**src/rtl/execute_multicycle.sv**
```systemverilog
// execute_multicycle: handshaked execute stage. It runs the single-cycle ALU,
// compare, bit-reverse and byte-load operations, plus an iterative shift-add
// multiply. Define EXEC_DIV_EN to also build the iterative restoring divider.
// Without EXEC_DIV_EN, DIV completes in one cycle with XOut=0 and err=1.
//
// state | meaning
// IDLE  | accepting; single-cycle ops write the output register directly
// ITER  | one multiply/divide step per cycle, counter counts down to 1
// DONE  | iterative result waits for a free output slot
module execute_multicycle #(
  parameter int WIDTH = 16
) (
  input  logic             clk,
  input  logic             rst,
  input  logic             inValid,
  output logic             inReady,
  input  logic [WIDTH-1:0] read1Data,
  input  logic [WIDTH-1:0] read2Data,
  input  logic [WIDTH-1:0] immediateExt,
  input  logic             srcALU,
  input  logic [2:0]       xOp,
  input  logic             cmpSet,
  input  logic [1:0]       cmpOp,
  output logic             outValid,
  input  logic             outReady,
  output logic [WIDTH-1:0] XOut,
  output logic             err,
  output logic             busy
);

  localparam int HALF = WIDTH / 2;
  localparam int CW = $clog2(WIDTH + 1);
  localparam logic [CW-1:0] ITER_COUNT = CW'(WIDTH);

  localparam logic [1:0] IDLE = 2'd0;
  localparam logic [1:0] ITER = 2'd1;
  localparam logic [1:0] DONE = 2'd2;

  logic [1:0]       state;
  logic [CW-1:0]    count;
  logic [WIDTH-1:0] regA;   // multiplicand, or dividend shifting into quotient
  logic [WIDTH-1:0] regB;   // multiplier, or divisor
  logic [WIDTH-1:0] acc;    // product, or partial remainder
`ifdef EXEC_DIV_EN
  logic             isDiv;
`endif

  logic [WIDTH-1:0] opB;
  logic [WIDTH:0]   sum;
  logic [WIDTH-1:0] diff;
  logic             negFlag, ovfFlag, zeroFlag, cmpBit;
  logic [WIDTH-1:0] btrResult;
  logic [WIDTH-1:0] scResult;
  logic             scErr, scMulti;
  logic [WIDTH-1:0] mulAcc;
  logic [WIDTH-1:0] doneResult;
  logic             accept, slotFree, writeOut;
  logic [WIDTH-1:0] writeData;
  logic             writeErr;

  assign opB      = srcALU ? immediateExt : read2Data;
  assign sum      = {1'b0, read1Data} + {1'b0, opB};
  assign diff     = read1Data - opB;
  assign negFlag  = diff[WIDTH-1];
  assign ovfFlag  = (read1Data[WIDTH-1] ^ opB[WIDTH-1]) & (diff[WIDTH-1] ^ read1Data[WIDTH-1]);
  assign zeroFlag = (diff == '0);

  // Compare bit selected by cmpOp; signed compares come from the A-B flags.
  always_comb begin
    cmpBit = 1'b0;
    case (cmpOp)
      2'b00:   cmpBit = zeroFlag;
      2'b01:   cmpBit = negFlag ^ ovfFlag;
      2'b10:   cmpBit = (negFlag ^ ovfFlag) | zeroFlag;
      default: cmpBit = sum[WIDTH];
    endcase
  end

  // Bit reversal of operand A.
  always_comb begin
    btrResult = '0;
    for (int i = 0; i < WIDTH; i++) btrResult[i] = read1Data[WIDTH-1-i];
  end

  // Single-cycle result and the decision to start an iterative op.
  always_comb begin
    scResult = '0;
    scErr    = 1'b0;
    scMulti  = 1'b0;
    if (cmpSet) begin
      scResult = {{(WIDTH-1){1'b0}}, cmpBit};
    end else begin
      case (xOp)
        3'b000:  scResult = sum[WIDTH-1:0];
        3'b001:  scResult = diff;
        3'b010:  scResult = read1Data & opB;
        3'b011:  scResult = read1Data ^ opB;
        3'b100:  scResult = btrResult;
        3'b101:  scResult = {read1Data[HALF-1:0], immediateExt[HALF-1:0]};
        3'b110:  scMulti  = 1'b1;
        default: begin
`ifdef EXEC_DIV_EN
          if (opB == '0) begin
            scResult = '1;
            scErr    = 1'b1;
          end else begin
            scMulti  = 1'b1;
          end
`else
          scErr = 1'b1;
`endif
        end
      endcase
    end
  end

  assign mulAcc = acc + (regB[0] ? regA : '0);

`ifdef EXEC_DIV_EN
  logic [WIDTH:0]   remShift;
  logic [WIDTH:0]   trial;
  logic             trialOk;
  logic [WIDTH-1:0] newRem;

  // Restoring step: shift in the next dividend bit, subtract if it fits.
  assign remShift   = {acc, regA[WIDTH-1]};
  assign trial      = remShift - {1'b0, regB};
  assign trialOk    = !trial[WIDTH];
  assign newRem     = trialOk ? trial[WIDTH-1:0] : remShift[WIDTH-1:0];
  assign doneResult = isDiv ? regA : acc;
`else
  assign doneResult = acc;
`endif

  assign inReady   = !rst && (state == IDLE) && (!outValid || outReady);
  assign busy      = (state != IDLE);
  assign accept    = inValid && inReady;
  assign slotFree  = !outValid || outReady;
  assign writeOut  = (accept && !scMulti) || ((state == DONE) && slotFree);
  assign writeData = (state == DONE) ? doneResult : scResult;
  assign writeErr  = (state == DONE) ? 1'b0 : scErr;

  // Sequencer and iterative datapath.
  always_ff @(posedge clk) begin
    if (rst) begin
      state <= IDLE;
      count <= '0;
      regA  <= '0;
      regB  <= '0;
      acc   <= '0;
`ifdef EXEC_DIV_EN
      isDiv <= 1'b0;
`endif
    end else begin
      case (state)
        IDLE: begin
          if (accept && scMulti) begin
            state <= ITER;
            count <= ITER_COUNT;
            regA  <= read1Data;
            regB  <= opB;
            acc   <= '0;
`ifdef EXEC_DIV_EN
            isDiv <= xOp[0];
`endif
          end
        end
        ITER: begin
          count <= count - CW'(1);
`ifdef EXEC_DIV_EN
          if (isDiv) begin
            acc  <= newRem;
            regA <= {regA[WIDTH-2:0], trialOk};
          end else begin
            acc  <= mulAcc;
            regA <= regA << 1;
            regB <= regB >> 1;
          end
`else
          acc  <= mulAcc;
          regA <= regA << 1;
          regB <= regB >> 1;
`endif
          if (count == CW'(1)) state <= DONE;
        end
        DONE: begin
          if (slotFree) state <= IDLE;
        end
        default: state <= IDLE;
      endcase
    end
  end

  // Output register: a write wins over a drain in the same cycle.
  always_ff @(posedge clk) begin
    if (rst) begin
      outValid <= 1'b0;
      XOut     <= '0;
      err      <= 1'b0;
    end else if (writeOut) begin
      outValid <= 1'b1;
      XOut     <= writeData;
      err      <= writeErr;
    end else if (outValid && outReady) begin
      outValid <= 1'b0;
    end
  end

endmodule

```
**config.mk**
```make
export PLATFORM = sky130hd
export DESIGN_NAME = execute_multicycle
export DESIGN_NICKNAME = d
export VERILOG_FILES = /design/src/rtl/execute_multicycle.sv
export SDC_FILE = /design/constraint.sdc
export NUM_CORES = 1
export LEC_CHECK = 0
export ABC_AREA = 1
export CAP_MARGIN = 20
export CELL_PAD_IN_SITES_DETAIL_PLACEMENT = 2
export CELL_PAD_IN_SITES_GLOBAL_PLACEMENT = 2
export CORE_MARGIN = 10
export CORE_UTILIZATION = 33
export DETAILED_ROUTE_END_ITERATION = 6
export GPL_TIMING_DRIVEN = 0
export PLACE_DENSITY = 0.95
export SYNTH_ARGS = -nofsm -noshare
export SYNTH_HDL_FRONTEND = slang
export SYNTH_SLANG_ARGS = --single-unit
```
**constraint.sdc**
```tcl
create_clock -name clk -period 10.8 [get_ports clk]
set_clock_uncertainty 0.1 [all_clocks]
set_input_delay 2.16 -clock clk [delete_from_list [all_inputs] [get_ports clk]]
set_output_delay 2.16 -clock clk [all_outputs]
set_load 0.03 [all_outputs]
```
==> results.md <==
- First-pass GRT wire length: roughly 56000 um
- Synth Warn #: 0
- Reg-to-Reg End: acc[13]
- Diode count: 0
- Largest net degree at the start of global routing: 15
- Area share of the largest cell type after synthesis: 0.219
- Hold Vio Cnt, Final: 0
- Measured slew at the worst slew-check pin: around 0.76 ns
- Top post-synthesis cells by area: dfxtp_1 (22%), nand2_1 (17%), ha_1 (9.9%)
- Crit path from: srcALU
- Slowest stage delay, CP: between 0.5 and 0.6 ns
- Max-slew violation count: 0
- CP max FO: 10
- #FFs+latches synth: 73
- Logic pwr share: 0.336
- Clock power frac: 0.352
- Avg Synthesized Cell Area: 6.13 um^2
- Synth top cells by count: nand2_1 (307), inv_1 (155), a21oi_1 (98)
- GP Congestion: between 0.9 and 1
- Top_reg_cell synth: dfxtp_1
- Clock transition at path regs: approximately 0.070 ns
- Crit-path leading delay family: simple AND/OR/NAND/NOR gates
- WP data required: around 11 ns
- Critical Path End Type: flop
- WL final: 36500 um
- Final worst setup slack: ~4.3 ns
- Wirelength per Cell: roughly 25 um
- Async S/R FF share, synth: 0
- Num rows: between 50 and 60
- Seq pwr share: 0.312
- Top-count cell post-synth: nand2_1
- Non-filler cells in the finished layout: 1446
- Most numerous cell on the critical path: nor2_1
- Area of the die: roughly 26000 um^2
- Maximum vdd drop: between 0.06 and 0.07 mV
- Vias per cell: around 5.8
- Post-route DRC: 0
- Tcrit/Tclk final: 0.604
- Drt pass-1 iters: 5
- Power per Cell Area: around 110 nW/um^2
- Area leader, netlist: dfxtp_1
- TNS Setup: 0 ns
- Htree depth: 3
- Post-CTS Setup Bufs: 0
- Sw Ratio: 0.388
- Initial DRC Count: approximately 450
- Post-synthesis cell count: between 1000 and 1500
- IO Count: around 80
- Max clock buf depth: 2
- Layout cells sized above 1: 0.0652
- Grt total ovfl: 0
- Hold Buf Count CTS: 0
- Synthesized area: 6680 um^2
- Antenna Violating Nets Remaining: 0
- Endpoints failing setup: 0
- Psw: approximately 0.35 mW
- Root Driver: clkbuf_16
- CTS tree: done
- Worst R2R Path Depth: 16
- HP Class: flop to flop
- CP Class: input pin to flop
- Initial core utilization: 0.339
- Post-synth EDFFs: 0
- Unrepaired setup endpoints after global routing: false
- Maxcap violations: 0
- Leak: roughly 3.9 nW
- Placed Instances: between 1000 and 1500
- Vias in the first global route: 9382
- CP Depth: 26
- Post-synthesis sequential area ratio: 0.219
- CTS Sinks: 73
- DIE WIDTH: between 150 and 200 um
- Insertion delay to the later sink of the worst-skew pair: approximately 0.36 ns
- Vias: 8353
- Slew headroom: 0.494
- Die height: about 160 um
- Critical Path Source Type: input pin
- Min Tclk post-route: around 6.5 ns
- Core ar.: approximately 20000 um^2
- Status: finished clean
- Antenna violations before repair: 0
- Design area: ~8100 um^2
- DP Wirelength: between 20000 and 30000 um
- Port buffer count: 76
- Worst Path Buf+Inv: 3
- DP Area: roughly 7800 um^2
- Pint: between 0.5 and 0.6 mW
- CP endpoint: XOut[0]
- Max Clk Rate: 153 MHz
- Hold Startpoint: regB[1]
- Total track usage: 0.273
- Setup WS pre-CTS: ~4.0 ns
- Synth-to-Final Area Change: 20.9%
- RR Startpoint: regB[0]
- Cts bufs inserted: 9
- Crit path DAT: roughly 6.7 ns
- Slowest stage cell, crit path: clkdlybuf4s50_1
- Post-CTS sizing: 0
- Final net count: 1292
- Synth cell types: between 40 and 50
- R2R Setup Slk: roughly 7.6 ns
- Net Count, Synth: roughly 1200
[stage by stage]
stage | total power [mW] | util | hold slack, ns
after floorplan | 0.461 | - | 0.340
after global placement | 0.569 | 0.394 | 0.361
after detailed placement | 0.587 | 0.394 | 0.377
after CTS | 0.907 | 0.409 | 0.388
after global routing | 0.947 | 0.409 | 0.416
final | 0.911 | 0.409 | 0.389
[power groups by stage]
stage / combinational, mW / sequential [mW] / clock [mW]
finish: 0.306 / 0.284 / 0.321
global route: 0.331 / 0.284 / 0.332
CTS: 0.301 / 0.284 / 0.322
detailed placement: 0.297 / 0.289 / 0
global placement: 0.280 / 0.289 / 0
floorplan: 0.164 / 0.297 / 0
[area by class of cell]
cell class / instances / area [um^2]
clock buffers: 9 / 225
well taps: 265 / 332
inverters: 163 / 613
repair buffers: 76 / 761
clock inverters: 7 / 77.6
multi-input cells: 804 / 4320
flip-flops and latches: 73 / 1460
fillers: 2437 / 11600
plain buffers: 49 / 287
[sequential cells by signal (all words and copies together) (netlist names)]
signal and cells:
count 5, XOut 16, regB 16, err 1, regA 16, state 2, acc 16, outValid 1
[worst register-to-register path, cell delays in order, from the launching register on]
cell and delay (ns):
dfxtp_1 0.31, clkbuf_1 0.33, clkbuf_1 0.39, nand2_1 0.12
inv_1 0.12, ha_1 0.30, nand2_1 0.14, nor2_1 0.07
nand2_1 0.09, nand2_1 0.12, a21oi_1 0.40, o21ai_2 0.15
nand2_1 0.10, nand2_1 0.06, nand2_1 0.06, nand3_1 0.11
a21oi_1 0.19
[cells by family after synthesis]
kind of cell / count (synthesis) / synth area share
fa+ha+maj: 57 / 0.111
flops: 73 / 0.219
xor+xnor: 5 / 0.00656
compound gates: 274 / 0.235
buf+inv: 212 / 0.135
simple gates: 468 / 0.294
[routing by layer]
layer | vias up | wire length [um] | GRT usage
met3 | 123 | 1470 | 0.0377
met4 | 0 | 2150 | 0.162
li1 | 3754 | - | -
met1 | 4167 | 14000 | 0.292
met5 | - | 0 | 0
met2 | 309 | 18900 | 0.500
[worst min path at each step]
stage | to | depth (start not counted)
2_1_floorplan | regB[15] | 2
3_3_place_gp | regB[2] | 2
3_5_place_dp | regB[0] | 2
4_1_cts | regB[0] | 2
5_1_grt | regB[5] | 2
6_report | regB[0] | 2
[cell usage in the layout, fill, tap and decap left out, types with 4 or more instances in the layout]
master,netlist,routed
o211ai_1,4,4
clkbuf_1,22,22
or2_2,5,5
nand4_1,13,13
inv_2,7,7
nand2_2,5,5
clkdlybuf4s50_1,0,76
fa_1,4,4
o21ai_1,7,7
nand2_1,307,307
a31oi_1,31,31
inv_1,155,155
buf_6,9,9
dfxtp_1,73,73
o21bai_1,4,4
o21ai_0,86,86
buf_2,13,13
nor3_1,8,8
nor3_2,5,5
ha_1,53,53
buf_4,5,5
a221oi_1,11,11
xor2_1,4,4
clkbuf_16,0,9
nor2_1,60,60
o22ai_1,15,15
a21oi_1,98,98
nand3_1,56,56
Note: power is estimated with default switching activity, not from simulation.
